`config.mk`:
```
export PLATFORM = sky130hd
export DESIGN_NAME = frv_pipeline_stage_buffer
export DESIGN_NICKNAME = d
export VERILOG_FILES = /design/src/rtl/frv_pipeline_stage_buffer_pkg.sv /design/src/rtl/frv_pipeline_stage_buffer_hazard.sv /design/src/rtl/frv_pipeline_stage_buffer.sv
export SDC_FILE = /design/constraint.sdc
export NUM_CORES = 1
export LEC_CHECK = 0
export BUFFER_PORTS_ARGS = -buffer_cell sky130_fd_sc_hd__buf_2
export CAP_MARGIN = 10
export CELL_PAD_IN_SITES_DETAIL_PLACEMENT = 1
export CELL_PAD_IN_SITES_GLOBAL_PLACEMENT = 1
export CORE_MARGIN = 2
export CORE_UTILIZATION = 45
export DETAILED_ROUTE_END_ITERATION = 8
export GPL_TIMING_DRIVEN = 0
export PLACE_DENSITY = 0.91
export SLEW_MARGIN = 10
export SYNTH_ARGS = -nofsm -noshare
export SYNTH_HDL_FRONTEND = slang
export SYNTH_SLANG_ARGS = --single-unit
```
`constraint.sdc`:
```
create_clock -name g_clk -period 7.1 [get_ports g_clk]
set_input_delay 0 -clock g_clk [delete_from_list [all_inputs] [get_ports g_clk]]
set_output_delay 0 -clock g_clk [all_outputs]
set_load 0.01 [all_outputs]
```
`src/rtl/frv_pipeline_stage_buffer_pkg.sv`:
```
// Shared types and constants for the backend inter-stage buffer: register-index width,
// zero-register index, transfer encoding and the rd match helper.
package frv_pipeline_stage_buffer_pkg;

    localparam int RD_W = 5;

    typedef logic [RD_W-1:0] rd_t;

    localparam rd_t RD_ZERO = '0;

    // {push, pop} for one cycle; drives the occupancy update.
    typedef enum logic [1:0] {
        XFER_IDLE = 2'b00,
        XFER_POP  = 2'b01,
        XFER_PUSH = 2'b10,
        XFER_BOTH = 2'b11
    } xfer_e;

    // x0 is never a real producer, so a query for it must never report a hazard.
    function automatic logic rd_match(input rd_t entry_rd, input rd_t query);
        return (entry_rd == query) && (query != RD_ZERO);
    endfunction

endpackage

```
`src/rtl/frv_pipeline_stage_buffer_hazard.sv`:
```
// DEPTH-way destination-register comparator with two query ports; each hit is the
// OR over valid entries whose rd equals the (non-zero) query.
module frv_pipeline_stage_buffer_hazard
    import frv_pipeline_stage_buffer_pkg::*;
#(
    parameter int DEPTH = 2
) (
    input  rd_t              entry_rd [DEPTH],
    input  logic [DEPTH-1:0] entry_vld,
    input  rd_t              rs1,
    input  rd_t              rs2,
    output logic             rs1_hit,
    output logic             rs2_hit
);

    always_comb begin
        rs1_hit = 1'b0;
        rs2_hit = 1'b0;
        for (int i = 0; i < DEPTH; i++) begin
            rs1_hit = rs1_hit | (entry_vld[i] & rd_match(entry_rd[i], rs1));
            rs2_hit = rs2_hit | (entry_vld[i] & rd_match(entry_rd[i], rs2));
        end
    end

endmodule

```
`src/rtl/frv_pipeline_stage_buffer.sv`:
```
// DEPTH-entry FIFO hand-off between backend stages with flush and rd hazard lookup.
// Define FRV_PIPE_STAGE_BYPASS_EN for a zero-latency pass-through when the buffer is empty.
module frv_pipeline_stage_buffer
    import frv_pipeline_stage_buffer_pkg::*;
#(
    parameter int W     = 32,
    parameter int DEPTH = 2
) (
    input  logic                       g_clk,
    input  logic                       g_reset,
    input  logic                       flush,
    input  logic                       i_valid,
    output logic                       i_busy,
    input  logic [RD_W-1:0]            i_rd,
    input  logic [W-1:0]               i_data,
    output logic                       o_valid,
    input  logic                       o_busy,
    output logic [RD_W-1:0]            o_rd,
    output logic [W-1:0]               o_data,
    input  logic [RD_W-1:0]            haz_rs1,
    input  logic [RD_W-1:0]            haz_rs2,
    output logic                       haz_rs1_hit,
    output logic                       haz_rs2_hit,
    output logic [$clog2(DEPTH):0]     count
);

    localparam int PW = $clog2(DEPTH);
    localparam int CW = PW + 1;
    localparam logic [CW-1:0] FULL_CNT = CW'(DEPTH);

    rd_t            mem_rd_q   [DEPTH];
    logic [W-1:0]   mem_data_q [DEPTH];

    logic [PW-1:0]  wr_ptr_q, wr_ptr_d;
    logic [PW-1:0]  rd_ptr_q, rd_ptr_d;
    logic [CW-1:0]  count_q,  count_d;
    logic           busy_q,   busy_d;

    logic           bypass;
    logic           push;
    logic           push_wr;
    logic           pop;
    xfer_e          xfer;
    logic [DEPTH-1:0] entry_vld;

`ifdef FRV_PIPE_STAGE_BYPASS_EN
    assign bypass = (count_q == '0) && i_valid && !o_busy && !flush && !g_reset;
`else
    assign bypass = 1'b0;
`endif

    // i_busy is a flop so o_busy never reaches it combinationally.
    assign i_busy  = busy_q || g_reset;
    assign push    = i_valid && !i_busy && !flush;
    assign push_wr = push && !bypass;
    assign pop     = (count_q != '0) && !o_busy;
    assign xfer    = xfer_e'({push_wr, pop});

    assign o_valid = (count_q != '0) || bypass;
    assign o_rd    = bypass ? i_rd   : mem_rd_q[rd_ptr_q];
    assign o_data  = bypass ? i_data : mem_data_q[rd_ptr_q];
    assign count   = count_q;

    always_comb begin
        wr_ptr_d = wr_ptr_q;
        rd_ptr_d = rd_ptr_q;
        count_d  = count_q;
        if (flush) begin
            wr_ptr_d = '0;
            rd_ptr_d = '0;
            count_d  = '0;
        end else begin
            if (push_wr) wr_ptr_d = wr_ptr_q + PW'(1);
            if (pop)     rd_ptr_d = rd_ptr_q + PW'(1);
            unique case (xfer)
                XFER_PUSH: count_d = count_q + CW'(1);
                XFER_POP:  count_d = count_q - CW'(1);
                default:   count_d = count_q;
            endcase
        end
        busy_d = (count_d == FULL_CNT);
    end

    always_ff @(posedge g_clk) begin
        if (g_reset) begin
            wr_ptr_q <= '0;
            rd_ptr_q <= '0;
            count_q  <= '0;
            busy_q   <= 1'b0;
        end else begin
            wr_ptr_q <= wr_ptr_d;
            rd_ptr_q <= rd_ptr_d;
            count_q  <= count_d;
            busy_q   <= busy_d;
        end
    end

    // Payload storage is deliberately not reset; occupancy alone qualifies it.
    always_ff @(posedge g_clk) begin
        if (push_wr) begin
            mem_rd_q[wr_ptr_q]   <= i_rd;
            mem_data_q[wr_ptr_q] <= i_data;
        end
    end

    // An entry is live when its distance from the read pointer is below the occupancy.
    always_comb begin
        entry_vld = '0;
        for (int i = 0; i < DEPTH; i++) begin
            entry_vld[i] = (CW'(PW'(PW'(i) - rd_ptr_q)) < count_q);
        end
    end

    frv_pipeline_stage_buffer_hazard #(
        .DEPTH (DEPTH)
    ) u_hazard (
        .entry_rd  (mem_rd_q),
        .entry_vld (entry_vld),
        .rs1       (haz_rs1),
        .rs2       (haz_rs2),
        .rs1_hit   (haz_rs1_hit),
        .rs2_hit   (haz_rs2_hit)
    );

endmodule

```
==> out/qor.csv <==
metric,value,unit
area_growth,38.94,%
final_common_cell,buf_2,
drive_above_1_share,46.69,%
drt_iter0_drc,100,
nFillCells,660,
synth_cells,181,
antenna_left,0,
powerDensity,212.4,mW/mm²
synth_area_per_cell,17.68,µm²
end_kind,output pin,
leakage,1.681,nW
required,7.10,ns
die_h,88.34,µm
worst-setup-path-type,reg -> out,
drc,0,
dieArea,0.007803,mm²
outcome,finished clean,
clock_skew,0.01155,ns
ys_seq_area_share,73.18,%
grt_pass1_vias,2365,
vias_per_cell,4.860,
numClockSinks,80,
synth_cell_type_count,23,
syn_nets,234,
power,944.7,µW
num_rows,30,
vias,2080,
io_buffers,94,
dr.pass1.iters,4,
grt_pass1_wl,12270,µm
pre_cts_ws,5.412,ns
cts_buffer_depth,2,
cts-htree-levels,3,
startpoint_type,flip-flop,
max-slew-margin-rel,65.61,%
grt_use_total,21.70,%
slew_viol_final,0,
clk_pin_slew_worst_paths,0.07,ns
final_cell_mix,"buf_2, edfxtp_1, dlygate4sd3_1",
cts_tree,built,
final-setup-viol-count,0,
rsz0062_at_grt,no,
grt_max_degree,25,
period_share,26.39,%
fin_area,0.004447,mm²
wire_per_inst,18.77,µm
drt_wl_total,8034,µm
dieWidth,88.34,µm
post-route-min-period,1.874,ns
ir_worst_vdd,0.1506,mV
synth_top_area_cell,edfxtp_1,
timing.max_cap.violations,0,
min_path_type,in -> reg,
antenna_found_initial,0,
clock_latency,0.34,ns
overflow,0,
syn-cell-area,0.003201,mm²
synth_top_cell_area_share,69.43,%
hpwl,4886,µm
netlist_top_cells_area,"edfxtp_1, mux2_2, xor2_1",
clockRootBuffer,clkbuf_8,
io_pins,95,
place.gp.congestion,0.9406,
num-nets-final,380,
tns,0,ns
antenna_cells,0,
setup_slack,5.226,ns
ys_warn_count,0,
dpl_cell_area,0.003855,mm²
ys_ff_latch,80,
cts_made_buffers,9,
timing_hold_violations_final,0,
fp.coreArea,0.006832,mm²
initial_core_util,46.85,%
max_freq,533.6,MHz
worst-path-max-fanout,3,
worst_pin_slew,0.5146,ns
cp_data_arrival_time,1.87,ns
## Yosys cell counts
master    instances
buf_4             1
ha_1              1
nor4_1            4
xor2_1           15
mux2_1            2
nand2_1           2
xnor2_1          10
a21oi_2           1
nor2_1           11
nand3_1           2
and3_1            1
clkbuf_1          1
nor2b_1           2
mux2_2           35
nor2b_4           1
dfxtp_1           6
a21oi_1           2
or2_2             1
or4_1             2
edfxtp_1         74
o211ai_1          2
buf_2             3
or2_1             2
## cells by family (layout without fill, tap and decap cells)
group,Yosys count,count (layout),share of synthesized area (%)
DFF,80,80,73.18
xor gates and xnor gates,25,25,6.841
muxes,37,37,13.02
AOI/OAI and AO/OA,5,5,1.055
and+or+nand+nor,28,28,4.691
buffers and inverters,5,156,0.8208
adders and majority gates,1,1,0.3909
## cell type report
class	count	area (µm²)	area share, %
timing repair buffer	135	915.9	20.60
clock buffer	9	123.9	2.786
multi-input combinational	96	840.8	18.91
clock inverter	7	77.57	1.745
tap	96	120.1	2.701
buffer	5	26.28	0.5909
sequential	80	2342	52.67
## state kept, by name, summed over array words and instances, names as in the netlist, named ones only
signal and flops:
mem_data_q 64, mem_rd_q 10, count 2, busy_q 1, rd_ptr_q 1, wr_ptr_q 1
## power by group
| part | switching (mW) | internal [mW] |
|---|---|---|
| clock network | 0.175 | 0.166 |
| registers | 0.00381 | 0.524 |
| logic | 0.0343 | 0.0415 |
## routing by layer
| metal | wire, µm | track usage [%] | vias up |
|---|---|---|---|
| met1 | 3182 | 25.05 | 1027 |
| met4 | 30 | 4.132 | 0 |
| met3 | 574 | 7.743 | 4 |
| met5 | 0 | 0 | - |
| li1 | - | - | 973 |
| met2 | 4247 | 39.23 | 76 |
## what timing repair did
action / CTS / global route
endpoints found under the hold margin: 75 / 0
hold buffers: 39 / 0
setup buffers: 0 / 0
gates resized for setup: 0 / 0
## per-stage QoR
step           hold slack (ns)  std cells  util, %
6_report               0.05687        428    65.09
5_1_grt                0.07329        428    65.09
3_3_place_gp            0.1870        371    55.49
4_1_cts                0.04537        428    65.09
2_1_floorplan          0.09887        181        -
3_5_place_dp            0.1912        373    56.43
## final timing paths
check,from,endpoint,slack (ns),cells past startpoint
max,mem_rd_q[8],haz_rs1_hit,5.23,5
min,o_busy,rd_ptr_q,0.06,4
max reg2reg,busy_q,mem_data_q[0][18],5.41,4
min reg2reg,wr_ptr_q,wr_ptr_q,0.67,2
## worst max-delay path, cell delays in order, from the launching register on
cell and delay (ns):
edfxtp_1 0.45, xor2_1 0.19, nor4_1 0.42, o211ai_1 0.18, a21oi_1 0.16, buf_2 0.14
Note: power is estimated with default switching activity, not from simulation.
